**config.mk**
```make
export PLATFORM = sky130hd
export DESIGN_NAME = serial_subtractor
export DESIGN_NICKNAME = d
export VERILOG_FILES = /design/src/rtl/serial_arith_pkg.sv /design/src/rtl/full_subtractor.sv /design/src/rtl/serial_subtractor.sv
export SDC_FILE = /design/constraint.sdc
export NUM_CORES = 1
export LEC_CHECK = 0
export CAP_MARGIN = 20
export CORE_MARGIN = 1.5
export CORE_UTILIZATION = 40
export DETAILED_ROUTE_END_ITERATION = 7
export PLACE_DENSITY = 0.63
export REMOVE_ABC_BUFFERS = 1
export SLEW_MARGIN = 20
export SYNTH_ARGS = -nofsm -noshare
export SYNTH_HDL_FRONTEND = slang
export SYNTH_SLANG_ARGS = --single-unit
```
**constraint.sdc**
```tcl
create_clock -name i_clk -period 1.6 [get_ports i_clk]
set_input_delay 0.32 -clock i_clk [delete_from_list [all_inputs] [get_ports i_clk]]
set_output_delay 0.32 -clock i_clk [all_outputs]
set_load 0.01 [all_outputs]
```
**src/rtl/serial_arith_pkg.sv**
```systemverilog
// rtl/serial_arith_pkg.sv - shared types and sizing helpers for the bit-serial arithmetic datapaths
`timescale 1ns/1ps
package serial_arith_pkg;

    typedef enum logic {
        IDLE  = 1'b0,
        SHIFT = 1'b1
    } state_t;

    localparam int MIN_WIDTH = 2;
    localparam int MAX_WIDTH = 32;

    // Bit counter width for an operand of w bits; counts 0 .. w-1.
    function automatic int cnt_width(input int w);
        return (w < 2) ? 1 : $clog2(w);
    endfunction

endpackage

```
**src/rtl/full_subtractor.sv**
```systemverilog
// rtl/full_subtractor.sv - combinational one-bit full subtractor cell
`timescale 1ns/1ps
module full_subtractor (
    input  logic i_a,
    input  logic i_b,
    input  logic i_bin,
    output logic o_d,
    output logic o_bout
);

    logic w_axb;

    // Difference bit and outgoing borrow of a - b - bin
    always_comb begin
        w_axb  = i_a ^ i_b;
        o_d    = w_axb ^ i_bin;
        o_bout = (~i_a & i_b) | (~w_axb & i_bin);
    end

endmodule

```
**src/rtl/serial_subtractor.sv**
```systemverilog
// rtl/serial_subtractor.sv - bit-serial unsigned subtractor, LSB first, one bit per clock
`timescale 1ns/1ps
module serial_subtractor
    import serial_arith_pkg::*;
#(
    parameter int WIDTH = 8
) (
    input  logic             i_clk,
    input  logic             i_rst,
    input  logic             i_start,
    input  logic [WIDTH-1:0] i_a,
    input  logic [WIDTH-1:0] i_b,
    output logic             o_busy,
    output logic             o_done,
    output logic [WIDTH-1:0] o_diff,
    output logic             o_borrow
);

    localparam int             CW   = cnt_width(WIDTH);
    localparam logic [CW-1:0] LAST = CW'(WIDTH - 1);

    state_t           r_state;
    logic [CW-1:0]    r_cnt;
    logic             r_done;
    logic [WIDTH-1:0] r_a;
    logic [WIDTH-1:0] r_b;
    logic [WIDTH-1:0] r_d;
    logic             r_br;
    logic [WIDTH-1:0] r_diff;
    logic             r_borrow;

    logic             w_accept;
    logic             w_step;
    logic             w_last;
    logic             w_d;
    logic             w_bout;
    logic [WIDTH-1:0] w_d_next;

    full_subtractor u_fs (
        .i_a    (r_a[0]),
        .i_b    (r_b[0]),
        .i_bin  (r_br),
        .o_d    (w_d),
        .o_bout (w_bout)
    );

    // Handshake decode and the collect register with the new bit entering at the MSB
    always_comb begin
        w_accept = (r_state == IDLE) && i_start;
        w_step   = (r_state == SHIFT);
        w_last   = w_step && (r_cnt == LAST);
        w_d_next = {w_d, r_d[WIDTH-1:1]};
    end

    // Controller: state, bit counter and the one-cycle done pulse
    always_ff @(posedge i_clk or posedge i_rst) begin
        if (i_rst) begin
            r_state <= IDLE;
            r_cnt   <= '0;
            r_done  <= 1'b0;
        end else begin
            r_done <= 1'b0;
            case (r_state)
                IDLE: begin
                    if (i_start) begin
                        r_state <= SHIFT;
                        r_cnt   <= '0;
                    end
                end
                SHIFT: begin
                    r_cnt <= r_cnt + CW'(1);
                    if (r_cnt == LAST) begin
                        r_state <= IDLE;
                        r_done  <= 1'b1;
                    end
                end
                default: r_state <= IDLE;
            endcase
        end
    end

    // Operand shift registers, borrow flop and difference collector
    always_ff @(posedge i_clk or posedge i_rst) begin
        if (i_rst) begin
            r_a  <= '0;
            r_b  <= '0;
            r_d  <= '0;
            r_br <= 1'b0;
        end else if (w_accept) begin
            r_a  <= i_a;
            r_b  <= i_b;
            r_d  <= '0;
            r_br <= 1'b0;
        end else if (w_step) begin
            r_a  <= r_a >> 1;
            r_b  <= r_b >> 1;
            r_d  <= w_d_next;
            r_br <= w_bout;
        end
    end

    // Result registers: updated only on the final bit, held until the next completion
    always_ff @(posedge i_clk or posedge i_rst) begin
        if (i_rst) begin
            r_diff   <= '0;
            r_borrow <= 1'b0;
        end else if (w_last) begin
            r_diff   <= w_d_next;
            r_borrow <= w_bout;
        end
    end

    assign o_busy   = (r_state == SHIFT);
    assign o_done   = r_done;
    assign o_diff   = r_diff;
    assign o_borrow = r_borrow;

endmodule

```
==> results of run 1 <==
-- worst max path at each step --
stage / startpoint / to / slack [ns] / depth (start not counted)
after floorplan: o_busy / o_diff[0] / -0.25 / 2
after global placement: i_start / r_cnt[0] / 0.12 / 4
after detailed placement: i_start / r_cnt[0] / 0.09 / 4
after CTS: o_busy / o_busy / 0.04 / 1
after global routing: o_busy / o_busy / 0.01 / 1
final: o_busy / o_busy / 0.06 / 1
-- power by group through the flow --
| stage | logic [mW] | registers (mW) | clock network, mW |
|---|---|---|---|
| after floorplan | 0.747 | 1.71 | 0 |
| final | 1.38 | 1.58 | 0.790 |
| after CTS | 1.41 | 1.59 | 0.820 |
| after global routing | 1.58 | 1.64 | 0.868 |
| after detailed placement | 1.41 | 1.61 | 0 |
| after global placement | 1.36 | 1.59 | 0 |
-- worst register-to-register path: cells and delay by family, from the launching register on --
| kind | cells | cell delay, ns |
|---|---|---|
| adders and majority gates | 2 | 0.45 |
| and+or+nand+nor | 1 | 0.19 |
| DFF | 1 | 0.39 |
| muxes | 1 | 0.32 |
-- Yosys cell counts --
library cell and count:
sky130_fd_sc_hd__dfrtp_1 38, sky130_fd_sc_hd__nand2_1 21, sky130_fd_sc_hd__mux2i_1 16, sky130_fd_sc_hd__o21ai_1 15, sky130_fd_sc_hd__mux2_4 8, sky130_fd_sc_hd__nand2b_1 8, sky130_fd_sc_hd__buf_6 7, sky130_fd_sc_hd__o21ai_0 6
sky130_fd_sc_hd__inv_1 4, sky130_fd_sc_hd__nor2_1 3, sky130_fd_sc_hd__a21oi_1 2, sky130_fd_sc_hd__a22o_1 2, sky130_fd_sc_hd__ha_1 2, sky130_fd_sc_hd__a31oi_1 1, sky130_fd_sc_hd__buf_12 1, sky130_fd_sc_hd__buf_2 1
sky130_fd_sc_hd__fa_1 1, sky130_fd_sc_hd__mux2_2 1, sky130_fd_sc_hd__nand2_4 1, sky130_fd_sc_hd__o31ai_2 1
-- cell type report --
class                   instances  area (um2)  area share
repair buffers                 34         353       0.166
clock inverters                 3        40.0      0.0188
clock buffers                   5        68.8      0.0323
well taps                      50        62.6      0.0294
inverters                       4        15.0     0.00705
multi-input cells              88         639       0.300
flip-flops and latches         38         951       0.447
-- logic make-up after synthesis --
kind of cell	synth area share
DFF	0.556
and+or+nand+nor	0.0886
AOI/OAI and AO/OA	0.0886
muxes	0.171
buffers and inverters	0.0695
adders and majority gates	0.0264
-- flip-flops by register name, summed over array words and instances, names as in the netlist --
name	count
r_br	1
o_done	1
r_cnt	3
o_busy	1
r_d	7
o_borrow	1
o_diff	8
r_a	8
r_b	8
-- metal layers --
metal | vias up | share of wire
met4 | 0 | 0.016
met3 | 7 | 0.048
met1 | 517 | 0.45
met5 | - | 0
met2 | 28 | 0.48
li1 | 533 | -
-- per-stage QoR --
step                hold slack [ns]  instances
floorplan                     0.399        130
finish                        0.388        222
global placement              0.464        214
global route                  0.416        222
CTS                           0.390        222
detailed placement            0.481        214
-- cell usage in the layout, fill, tap and decap left out, drive strengths merged --
cell            n
a21oi           2
a22o            2
a31oi           1
buf             5
bufinv          1
clkbuf          5
clkdlybuf4s50  29
clkinv          2
dfrtp          38
fa              1
ha              2
inv             4
mux2            9
mux2i          16
nand2          22
nand2b          8
nor2            3
o21ai          21
o31ai           1
==> results.md, run 1 <==
Pwr:
- The clock power share is 0.210.
- The sequential cell fraction of total power is 0.421.
- The power density of the placed cells is 1760 nW/um2.
- The switching power as a share of total power is 0.312.
- The power dissipated by switching net loads is 1.17 mW.
- The maximum ir drop on the vdd rail is 0.000649 V.
- The internal portion of the total power is 2.58 mW.
- The combinational share of power is 0.368.
- Summing internal, switching and leakage power gives 3.76 mW.
- In this run the static leakage power is 1.00 nW.

Die:
- The floorplan step defined a die boundary enclosing 4670 um2.
- The floorplan step defined a core boundary enclosing 4060 um2.
- In this run the vertical extent of the chip is 68.4 um.
- The initial standard-cell utilization of the core is 0.421.
- The number of ports placed on the die boundary is 30.
- In this run the horizontal extent of the chip is 68.4 um.
- After floorplanning, the core was divided into 23 placement rows.

Clock tree:
- The clock reaches the later pin of the worst-skew pair after 0.29 ns.
- After clock tree synthesis, the flow added hold-fix buffers numbering 0.
- The tree built by TritonCTS fans out to 38 sinks.
- The maximum count of clock buffers along a single path is 2.
- The count of H-tree levels built during CTS is 2.
- The number of setup buffers added after CTS is 0.
- The tree is rooted in a sky130_fd_sc_hd__clkbuf_8.
- Gates resized during post-CTS repair numbered 0.
- Buffers inserted during clock tree synthesis total 5.
- TritonCTS built the clock tree.
- The clock transition time at the flip-flop clock pins of the worst setup and hold paths is 0.07 ns.

Synthesis:
- The post-synthesis cell type count is 20.
- The instance count of the mapped netlist is 139.
- The largest area contributor in the synthesized netlist is sky130_fd_sc_hd__dfrtp_1.
- The cell area after synthesis is 1710 um2.
- The total number of yosys warnings is 0.
- A synthesized cell averages 12.3 um2.
- The flop and latch count out of synthesis is 38.
- By area the synthesized netlist is led by sky130_fd_sc_hd__dfrtp_1 (56%), sky130_fd_sc_hd__mux2i_1 (9.4%), sky130_fd_sc_hd__mux2_4 (7.0%).
- The post-synthesis sequential area ratio is 0.556.
- The top-area cell type share of the netlist area is 0.556.

Layout:
- Relative to the synthesized area, the layout overhead comes to 24.6%.
- The area of all placed cells without fillers is 2130 um2.
- The share of the core filled with cells in the final layout is 0.525.
- The fraction of final layout cells sized beyond drive strength 1 is 0.140.
- The final layout contains 193 nets.
- After filler insertion, the fill cell instance count of the layout stands at 350.
- The number of diodes added for antenna fixing is 0.

Detailed routing:
- The ratio of routed vias to standard cells is 4.89.
- The average wire per standard cell is 12.6 um.
- The wire length reported by the detailed router is 2800 um.
- The number of optimization iterations in the first detailed-route pass is 3.
- The count of unresolved DRC violations after routing is 0.
- The count of nets left with antenna violations after detail routing is 0.
- For this block, the initial DRC count from the detailed router was 29.
- The via total after detailed routing is 1085.

Setup path:
- The endpoint of the lowest-slack register-to-register path is o_diff[1].
- Counting both buffers and inverters, the worst setup path holds a total of 1.
- Walking the worst path, the cells encountered are clkdlybuf4s50_1.
- The reg2reg setup slack is 0.15 ns.
- The kind of cell with the highest combined delay along the critical path is buffers and inverters.
- Counting cells, the worst reg-to-reg path comes to 4.
- The cell with the largest stage delay on the worst path is sky130_fd_sc_hd__clkdlybuf4s50_1.
- STA puts the critical path data required time at 1.28 ns.
- STA puts the critical path data arrival time at 1.22 ns.
- For this run, the slowest stage of the critical path takes 0.55 ns.
- The worst setup path is launched from a register.
- The worst setup path is captured at an output port.
- The largest fanout on the critical path is 2.
- The worst reg2reg path startpoint is r_cnt[0].
- The worst setup path is of the register to output port kind.

STA:
- The post-route fraction of the period consumed by the critical path is 0.962.
- The number of hold violations in the final report is 0.
- Derived from the worst setup path, the maximum achievable clock frequency is 0.650 GHz.
- The clock period could shrink to 1.54 ns.
- The final-report max-slew violation count is 0.
- The least setup slack across all paths after layout is 0.0612 ns.
- The transition at the pin with the smallest max-transition slack is 0.292 ns.
- Setup violations remaining at the end of the flow were counted as 0.
- The total negative slack is 0 ns.
- The worst-case headroom to the max-slew limit is 0.805.
- Between clock sinks in the finished design, the worst skew comes to 0.00243 ns.
- Setup repair after global routing left no endpoint under its margin.

Status:
- The run finished with clean final reports.

Placed design:
- The congestion estimate from routability-driven global placement came to 0.708.
- The half-perimeter wire length of the detailed placement result is 2000 um.
- After detailed placement, the total cell area comes to 2020 um2.
- The number of port buffers is 29.
- Before CTS, the worst setup slack after placement is 0.0933 ns.

Run:
- The number of max-cap violations is 0.

Hold path:
- The path class of the lowest-slack min-delay path is input pin to asynchronous set/reset pin.

GRT:
- The largest net degree at the start of global routing is 39.
- The number of antenna violations at the first check in global routing is 0.
- The layer with the highest usage after global routing is met2.
- The final global-route overflow total is 0.
- The met1 layer usage reported by global route is 0.172.
- The global routing usage on met3 is 0.0576.
- The number of global-route vias before repair came to 1069.
- The total routing resource utilization after global routing is 0.142.
- In the global route stage, met2 resource usage came out at 0.223.
- The first global-routing pass estimated 4740 um of wire.
Note: power is estimated with default switching activity, not from simulation.
==> run 2, diff against run 1 <==
CELL_PAD_IN_SITES_DETAIL_PLACEMENT = 1   (was not set)
CELL_PAD_IN_SITES_GLOBAL_PLACEMENT = 2   (was not set)
CORE_UTILIZATION = 34   (was 40)
CTS_CLUSTER_DIAMETER = 150   (was not set)
PLACE_DENSITY = 0.77   (was 0.63)
==> results.md, run 2 (same netlist as run 1, synthesis figures left out) <==
Layout:
- The number of nets in the final layout is 192 (was 193).
- The fraction of final layout cells sized beyond drive strength 1 is 0.124 (was 0.140).
- Most used cells in the layout excluding fill and tap cells: sky130_fd_sc_hd__dfrtp_1 (37), sky130_fd_sc_hd__clkdlybuf4s50_1 (29), sky130_fd_sc_hd__nand2_1 (21) (was sky130_fd_sc_hd__dfrtp_1 (38), sky130_fd_sc_hd__clkdlybuf4s50_1 (29), sky130_fd_sc_hd__nand2_1 (21)).
- The signed area change from the synthesized netlist to the final layout is 24.3% (was 24.6%).
- The count of non-filler cells in the finished layout came to 237 (was 222).
- The share of the core filled with cells in the final layout is 0.444 (was 0.525).
- The number of diodes added for antenna fixing is 0 (unchanged).
- The fill cell instance count of the final layout is 528 (was 350).
- The leading cell type in the layout, fill and taps excluded was sky130_fd_sc_hd__dfrtp_1 (unchanged).

Placed design:
- The final weighted congestion in routability-driven placement is 0.676 (was 0.708).
- The instance count after placement with tap cells included is 230 (was 214).
- The number of port buffers is 29 (unchanged).
- The half-perimeter wire length of the detailed placement result came to 2330 um (was 2000 um).
- The worst setup timing slack at the placement stage was 0.0551 ns (was 0.0933 ns).

Setup path:
- The origin of the worst setup path is o_busy (unchanged).
- The delay of the slowest cell on the worst path is 0.54 ns (was 0.55 ns).
- Critical path cell sequence: clkdlybuf4s50_1 (unchanged).
- The endpoint of the lowest-slack register-to-register path was o_diff[2] (was o_diff[1]).
- The kind of cell with the highest combined delay on the critical path is buffers and inverters (unchanged).
- The total number of cells along the worst setup path is 1 (unchanged).
- The type of origin of the critical path is a register (unchanged).
- The worst reg2reg path startpoint was r_cnt[0] (unchanged).
- The nature of the critical path endpoint is an output port (unchanged).
- The depth of the most critical reg-to-reg path came to 4 (unchanged).
- The type of the worst setup path is register to output port (unchanged).
- The cell with the largest stage delay on the worst path is sky130_fd_sc_hd__clkdlybuf4s50_1 (unchanged).
- The critical path buffer and inverter count is 1 (unchanged).
- The critical path arrival is 1.23 ns (was 1.22 ns).
- The largest fanout on the critical path is 2 (unchanged).
- The worst path required time is 1.28 ns (about the same).
- The reg2reg setup slack is 0.13 ns (was 0.15 ns).

Die:
- The number of core rows is 25 (was 23).
- The number of ports placed on the die boundary is 30 (unchanged).
- The area enclosed by the die boundary came to 5460 um2 (was 4670 um2).
- The initial standard-cell utilization of the core came to 0.357 (was 0.421).
- The width of the chip is 73.9 um (was 68.4 um).
- The die height is 73.9 um (was 68.4 um).
- The total core area is 4790 um2 (was 4060 um2).

STA:
- The highest clock rate is 0.646 GHz (was 0.650 GHz).
- The final critical-path required period is 1.55 ns (was 1.54 ns).
- The transition at the pin with the smallest max-transition slack is 0.245 ns (was 0.292 ns).
- The final-report max-slew violation count is 0 (unchanged).
- Setup repair after global routing missed its margin: false (unchanged).
- The least setup slack across all paths after layout was 0.0524 ns (was 0.0612 ns).
- The total of endpoints with negative setup slack in the final report is 0 (unchanged).
- The worst-case headroom to the max-slew limit was 0.836 (was 0.805).
- The worst clock skew was 0.00534 ns (was 0.00243 ns).
- The total negative slack is 0 ns (unchanged).
- The post-route fraction of the period consumed by the critical path is 0.967 (was 0.962).
- The number of hold violations in the final report is 0 (unchanged).

Clock tree:
- The clock latency at the later pin of the worst-skew pair was 0.28 ns (was 0.29 ns).
- The master cell of the clock root buffer is sky130_fd_sc_hd__clkbuf_8 (unchanged).
- The total clock sinks came to 38 (unchanged).
- The clock transition time at the flip-flop clock pins of the worst setup and hold paths is 0.07 ns (about the same).
- The count of H-tree levels built during CTS is 2 (unchanged).
- The CTS tree is yes (unchanged).
- The count of hold-fix buffers inserted at cts is 0 (unchanged).
- The maximum count of clock buffers along a single path is 2 (unchanged).
- The clock buffer count from CTS is 5 (unchanged).
- The setup fix buffers added after clock tree synthesis is 0 (unchanged).
- The number of cells upsized or downsized after cts was 1 (was 0).

Pwr:
- The maximum ir drop on the vdd rail came to 0.000642 V (was 0.000649 V).
- The static leakage is 0.983 nW (was 1.00 nW).
- The power density of the placed cells is 1710 nW/um2 (was 1760 nW/um2).

Status:
- Run status: finished clean (unchanged).

Detailed routing:
- The count of unresolved DRC violations after routing is 0 (unchanged).
- The number of optimization iterations in the first detailed-route pass is 2 (was 3).
- The ratio of routed vias to standard cells was 4.56 (was 4.89).
- The iteration-0 DRC count of the detailed router was 25 (was 29).
- The count of nets left with antenna violations after detail routing is 0 (unchanged).
- The average wire per standard cell came to 13.7 um (was 12.6 um).
- The via total after detailed routing was 1080 (was 1085).
- The wire length reported by the detailed router is 3240 um (was 2800 um).

GRT:
- The total routing resource utilization after global routing was 0.137 (was 0.142).
- The final global-route overflow total is 0 (unchanged).
- The number of antenna violations at the first check in global routing is 0 (unchanged).
- The largest net degree at the start of global routing is 55 (was 39).
- The first-pass GRT wire length is 5590 um (was 4740 um).
- The number of global-route vias before repair was 1200 (was 1069).

Hold path:
- The path class of the lowest-slack min-delay path is input pin to asynchronous set/reset pin (unchanged).

Run:
- The number of max-cap violations is 0 (unchanged).
## run 2: worst max path at each step
stage	slack [ns]	end
finish	0.05	o_busy
global route	0.02	o_busy
CTS	0.02	o_busy
detailed placement	0.06	r_a[5]
global placement	0.12	r_cnt[0]
floorplan	-0.25	o_diff[0]
## run 2: power breakdown
part           leakage (nW)  total, mW  switching (mW)  internal (mW)
Clock                0.0383      0.607           0.307          0.300
Sequential            0.486       1.60           0.237           1.36
Combinational         0.459       1.44           0.642          0.795
## run 2: layout make-up
cell class,instances,area (um2),area share
clock buffer,7,76.3,0.0359
inverter,4,15.0,0.00707
multi-input combinational,88,639,0.301
sequential,38,952,0.448
tap,67,83.8,0.0395
timing repair buffer,33,358,0.168
## run 2: metal layers
| metal | vias to the layer above | track usage | part of all wire |
|---|---|---|---|
| li1 | 527 | - | - |
| met1 | 517 | 0.166 | 0.45 |
| met2 | 30 | 0.235 | 0.49 |
| met3 | 6 | 0.0398 | 0.050 |
| met4 | 0 | 0.0432 | 0.015 |
| met5 | - | 0 | 0 |
## run 2: through the flow
stage / instance area (um2) / power [mW] / hold slack, ns
after floorplan: 1610 / 2.46 / 0.399
after global placement: 2050 / 2.98 / 0.462
after detailed placement: 2050 / 3.10 / 0.483
after CTS: 2120 / 3.73 / 0.401
after global routing: 2120 / 3.93 / 0.424
final: 2120 / 3.64 / 0.395
